**config.mk**
```make
export PLATFORM = sky130hd
export DESIGN_NAME = mem_arbiter
export DESIGN_NICKNAME = d
export VERILOG_FILES = /design/src/rtl/mem_arbiter.sv
export SDC_FILE = /design/constraint.sdc
export NUM_CORES = 1
export LEC_CHECK = 0
export ABC_AREA = 0
export BUFFER_PORTS_ARGS = -buffer_cell sky130_fd_sc_hd__buf_2
export CAP_MARGIN = 0
export CORE_AREA = 2 2 104 106
export CTS_BUF_LIST = sky130_fd_sc_hd__clkbuf_4 sky130_fd_sc_hd__clkbuf_8 sky130_fd_sc_hd__clkbuf_16
export CTS_CLUSTER_DIAMETER = 200
export DETAILED_ROUTE_END_ITERATION = 8
export DIE_AREA = 0 0 106 108
export PLACE_DENSITY = 0.74
export SETUP_SLACK_MARGIN = 0.02
export SYNTH_ARGS = -nofsm -noshare
export SYNTH_HDL_FRONTEND = slang
export SYNTH_SLANG_ARGS = --single-unit
```
**constraint.sdc**
```tcl
create_clock -name clk -period 4 [get_ports clk]
set_clock_uncertainty 0.05 [all_clocks]
set_input_delay 0.4 -clock clk [delete_from_list [all_inputs] [get_ports clk]]
set_output_delay 0.4 -clock clk [all_outputs]
set_load 0.01 [all_outputs]
```
**src/rtl/mem_arbiter.sv**
```systemverilog
// Single-port memory arbiter between instruction fetch and load/store, with round-robin
// fairness, a bounded data lock and registered one-cycle responses.
// Optional: define MEM_ARB_WRITE_GUARD_EN to reject writes below DYN_BASE.
module mem_arbiter #(
    parameter int unsigned            ADDR_W   = 16,
    parameter int unsigned            DATA_W   = 32,
    parameter logic [ADDR_W-1:0]      DYN_BASE = 16'h8000,
    parameter int unsigned            LOCK_MAX = 4
) (
    input  logic              clk,
    input  logic              rst_n,
    input  logic              f_req_valid,
    input  logic [ADDR_W-1:0] f_req_addr,
    output logic              f_req_ready,
    output logic              f_rsp_valid,
    output logic [DATA_W-1:0] f_rsp_data,
    input  logic              d_req_valid,
    input  logic [ADDR_W-1:0] d_req_addr,
    input  logic              d_req_we,
    input  logic [DATA_W-1:0] d_req_wdata,
    input  logic              d_lock,
    output logic              d_req_ready,
    output logic              d_rsp_valid,
    output logic [DATA_W-1:0] d_rsp_data,
    output logic              d_rsp_err,
    output logic [ADDR_W-1:0] mem_addr,
    output logic              mem_we,
    output logic [DATA_W-1:0] mem_wdata,
    input  logic [DATA_W-1:0] mem_rdata
);

    typedef enum logic {GrantFetch, GrantData} grant_e;

    localparam logic [3:0] LockLimit = 4'(LOCK_MAX);

    grant_e     last_grant, last_grant_nxt;
    logic [3:0] lock_cnt, lock_cnt_nxt;
    logic       lock_active;
    logic       grant_f, grant_d;
    logic       write_blocked;

`ifdef MEM_ARB_WRITE_GUARD_EN
    assign write_blocked = d_req_we && (d_req_addr < DYN_BASE);
`else
    assign write_blocked = 1'b0;
`endif

    // Grants are gated by rst_n so nothing is accepted or written while in reset.
    always_comb begin
        lock_active = d_lock && d_req_valid && (last_grant == GrantData) &&
                      (lock_cnt < LockLimit);
        grant_d     = rst_n && d_req_valid &&
                      (!f_req_valid || (last_grant == GrantFetch) || lock_active);
        grant_f     = rst_n && f_req_valid && !grant_d;
    end

    assign f_req_ready = grant_f;
    assign d_req_ready = grant_d;
    assign mem_we      = grant_d && d_req_we && !write_blocked;
    assign mem_wdata   = d_req_wdata;

    always_comb begin
        mem_addr = '0;
        if (grant_d) begin
            mem_addr = d_req_addr;
        end else if (grant_f) begin
            mem_addr = f_req_addr;
        end
    end

    always_comb begin
        last_grant_nxt = last_grant;
        lock_cnt_nxt   = lock_cnt;
        if (grant_d) begin
            last_grant_nxt = GrantData;
        end else if (grant_f) begin
            last_grant_nxt = GrantFetch;
        end
        // Only grants won through the lock against a waiting fetch use up the budget.
        if (!d_lock || grant_f) begin
            lock_cnt_nxt = '0;
        end else if (grant_d && f_req_valid && lock_active) begin
            lock_cnt_nxt = lock_cnt + 4'd1;
        end
    end

    always_ff @(posedge clk or negedge rst_n) begin
        if (!rst_n) begin
            last_grant <= GrantFetch;
            lock_cnt   <= '0;
        end else begin
            last_grant <= last_grant_nxt;
            lock_cnt   <= lock_cnt_nxt;
        end
    end

    always_ff @(posedge clk or negedge rst_n) begin
        if (!rst_n) begin
            f_rsp_valid <= 1'b0;
            f_rsp_data  <= '0;
            d_rsp_valid <= 1'b0;
            d_rsp_data  <= '0;
            d_rsp_err   <= 1'b0;
        end else begin
            f_rsp_valid <= grant_f;
            d_rsp_valid <= grant_d;
            d_rsp_err   <= grant_d && write_blocked;
            if (grant_f) begin
                f_rsp_data <= mem_rdata;
            end
            if (grant_d) begin
                d_rsp_data <= mem_rdata;
            end
        end
    end

endmodule

```
# Word-level counts from Yosys, hierarchy flattened
# Cells that the tools add are included.
# word_totals
reg_bits,71
inputBits,102
wordCells,33
# classes
n_addsub,1
order_cmp,1
n_mux,6
bitwise_logic,1
reduce_logical,18
# op_table
cell,count
$mux 16,2
$logic_and 1x1->1,10
$mux 4,2
$add 4x1->4 const B,1
$lt 4x3->1 const B,1
$reduce_bool 2->1,2
$logic_not 1->1,3
$logic_or 1x1->1,3
$mux 1,2
$not 1->1,1

# Logic depth before layout (Yosys ltp)
# logic_depth
word_depth,9
depth_mapped,5
mapped_depth_nobuf,4

# Least setup slack after synthesis
# OpenSTA, ideal clock, no wires.
# synth_timing
path_type,reg-to-output
from,register lock_cnt[3]
to,output mem_addr[10]
arrival_ns,1.536
required_time_ns,3.550
path_slack_ns,2.014
stages_incl_launch_ff,6
n_path_buf,1
path_cell_list,dfrtp_1 -> or3b_1 -> a31o_1 -> inv_1 -> buf_2 -> a22o_1
# synth_between
elab_chain_len,8
# synth_rtl
element,line,rtl
start: declaration,37,"logic [3:0] lock_cnt, lock_cnt_nxt;"
start signal: assignment,93,lock_cnt <= lock_cnt_nxt;
$lt 4x3->1 *,51,(lock_cnt < LockLimit);
$logic_and 1x1->1 *,50,lock_active = d_lock && d_req_valid && (last_grant == GrantData) &&
$logic_or 1x1->1 *,53,(!f_req_valid || (last_grant == GrantFetch) || lock_active);
$logic_and 1x1->1 *,52,grant_d = rst_n && d_req_valid &&
named net d_req_ready,22,"output logic d_req_ready,"
$logic_not 1->1,54,grant_f = rst_n && f_req_valid && !grant_d;
$logic_and 1x1->1,54,
$mux 16,66,end else if (grant_f) begin
$mux 16 *,64,if (grant_d) begin
end: declaration,26,"output logic [ADDR_W-1:0] mem_addr,"
# Mark *: on every way through the listed nets, which the timed path passes. The rest lies on a longest branch.

# Final worst setup path
# layout_timing
from,input rst_n
to,output mem_addr[4]
# layout_between
elab_chain_len,6
word_cells_on_any_way,7
cone_classes,mux (2); reduce/logical (5)
# layout_rtl
element,line,rtl
start: declaration,11,"input logic rst_n,"
$logic_and 1x1->1 (2 in a row),52,
$logic_not 1->1,54,
$logic_and 1x1->1,54,
$mux 16,66,
$mux 16 *,64,
# Mark *: on every way between the ends. The rest lies on a longest branch, timed or not.

==> impl_results.md <==
* Fmax at 268 MHz
* # IOs at 220
* Setup CP Type: in -> out
* Drt pass-1 iters at 4
* CTS tree: done
* Register area at 0.00178 mm²
* Number of global-route vias before repair at 2192
* Total Power at 2.02 mW
* Area grow syn2layout at 27.2%
* Number of max-cap violations at 0
* Finished Cell Area at 0.00407 mm²
* Top cell type by total area after synthesis: dfrtp_1
* CTS Hold Bufs at 1
* Die width at 106 µm
* CP Data Required Time at 3.55 ns
* Fin Hold WS at 0.253 ns
* Share of cells above drive strength 1 at 0.684
* GRT Util Overall at 0.127
* Routed WL at 7550 µm
* Clock sinks at 71
* First-pass GRT wire length at 11200 µm
* Via-to-Cell Ratio at 4.61
* Final HPWL DP at 5530 µm
* Die Span Y at 108 µm
* Most common cell after layout, fill and taps aside: buf_2
* Dpl cell area at 0.00384 mm²
* Final WS setup at 0.262 ns
* Initial core utilization at 0.313
* Post-Syn Area at 0.00320 mm²
* Worst-path maximum fanout at 29
* Core outline area at 0.0102 mm²
* Synthesized flop and latch total at 71
* Post-Layout Cell Count at 487
* TritonCTS Buffers at 9
* Clk root buf: clkbuf_8
* H-tree levels at 3
* Total grt overflow at 0
* CTS max path bufs at 2
* Starting DRT DRC Count at 109
* Yosys warnings at 0
* PostCTS Resize Cnt at 0
* RSZ-0062 raised after global routing: false
* Worst slew margin at 0.287
* Synth area leaders: dfrtp_1 (56%), mux2_2 (15%), mux2_4 (9.4%)
* Largest net degree at the start of global routing at 53
* Final Hold Vio Count at 0
* Mean Syn Cell Area at 14.5 µm²
* Postcts setup bufs at 0
* Sequential fraction of the synthesis area at 0.555
* DRC Markers at 0
* Initial antenna violation count at 0
* Multi-input combinational cell area at 0.00109 mm²
* Via count at 2243
* Worst slew pin tran at 1.07 ns
* Pre-CTS setup slack at 0.765 ns
* Antenna Cells at 0
* P per Cell Area at 497 mW/mm²
* Outcome: complete, no violations
* Placed cells at 470
* Worst Hold Class: in -> reg
* Clk_lat worst skew at 0.33 ns
* Final setup viols at 0
* Post-layout minimum cycle time at 3.74 ns
* Post-Synthesis Cells at 220
* Synth top area share at 0.555
* Port Buffers at 154
* Crit share post-route at 0.934
* Netlist cell types at 27
* Post-Syn Nets at 323
* Clock transition at the registers of the reported paths at 0.08 ns
* GP Congestion at 0.713
* Setup TNS at 0 ns
* Peak supply drop at 0.262 mV
* Post-layout util at 0.398
* Arrival @ worst endpoint at 3.29 ns
* Final Slew Violations at 0
* # rows at 37
* ANT nets after route at 0
* Worst Setup End Kind: primary output
* Commonest cells after routing, fill and taps aside: buf_2 (153), dfrtp_1 (71), mux2_2 (44)
* CP Launch Type: input pin
* Final #Nets at 449
* Drt wl/cell at 15.5 µm
* Die area at 0.0114 mm²
* # fillers at 985
* Static leakage at 2.07 nW
cell usage after synthesis:
cell type / count
and4_1: 1
mux2_2: 44
nand4_1: 1
or3b_1: 1
nand2_1: 2
nor3b_1: 1
o21ai_0: 2
a21oi_1: 3
buf_2: 5
clkbuf_1: 1
a22o_1: 16
inv_1: 2
or3_2: 1
ha_1: 1
a31oi_1: 1
o221ai_1: 1
mux2_4: 20
o22ai_1: 1
buf_4: 34
buf_6: 1
conb_1: 1
buf_12: 2
a31o_1: 1
dfrtp_1: 71
nand3_1: 2
nor2_1: 3
and2_1: 1
logic make-up (layout without fill, tap and decap cells):
| logic type | after synthesis | count (layout) | synth area share |
|---|---|---|---|
| AOI/OAI and AO/OA | 25 | 25 | 0.0610 |
| adders and majority gates | 1 | 1 | 0.00391 |
| buffers and inverters | 45 | 176 | 0.107 |
| DFF | 71 | 71 | 0.555 |
| muxes | 64 | 64 | 0.249 |
| other | 1 | 1 | 0.00117 |
| and+or+nand+nor | 13 | 13 | 0.0231 |
final cells by class:
class / instances / area share
Sequential cell: 71 / 0.436
Clock inverter: 4 / 0.0129
Clock buffer: 12 / 0.0406
Timing Repair Buffer: 158 / 0.198
Tap cell: 136 / 0.0418
Multi-Input combinational cell: 104 / 0.269
Inverter: 2 / 0.00184
metal layers:
layer,share of wire,wire [µm],vias up,track usage
li1,-,-,996,-
met1,0.41,3130,1135,0.161
met2,0.51,3850,94,0.203
met3,0.057,434,18,0.0386
met4,0.017,132,0,0.0526
met5,0,0,-,0
report_power, final:
part / switching (mW) / leakage, nW / internal, mW
combinational: 0.231 / 1.12 / 0.269
sequential: 0.0722 / 0.846 / 0.854
clock: 0.259 / 0.101 / 0.339
sequential cells by signal, indices dropped and copies added, names as in the netlist:
register / flops
last_grant: 1
lock_cnt: 4
f_rsp_data: 32
d_rsp_valid: 1
d_rsp_data: 32
f_rsp_valid: 1
worst paths after layout:
path                                       startpoint                         end  slack [ns]  depth (start not counted)
setup reg to reg              lock_cnt[3]$_DFFE_PN0P_  d_rsp_data[28]$_DFFE_PN0P_        1.32                          4
hold reg to reg            d_rsp_data[29]$_DFFE_PN0P_  d_rsp_data[29]$_DFFE_PN0P_        0.45                          1
max in group asynchronous                       rst_n   f_rsp_data[3]$_DFFE_PN0P_        2.47                          3
setup / recovery                                rst_n                 mem_addr[4]        0.26                          7
min in group asynchronous                       rst_n  f_rsp_data[29]$_DFFE_PN0P_        0.46                          2
hold / removal                           mem_rdata[3]   d_rsp_data[3]$_DFFE_PN0P_        0.25                          2
worst max-delay path, stage by stage:
cell,delay [ns]
dlygate4sd3_1,0.54
buf_4,0.23
nand2_1,0.10
a31o_2,0.81
inv_1,0.64
a22o_1,0.40
buf_2,0.14
(Power assumes the default switching activity.)
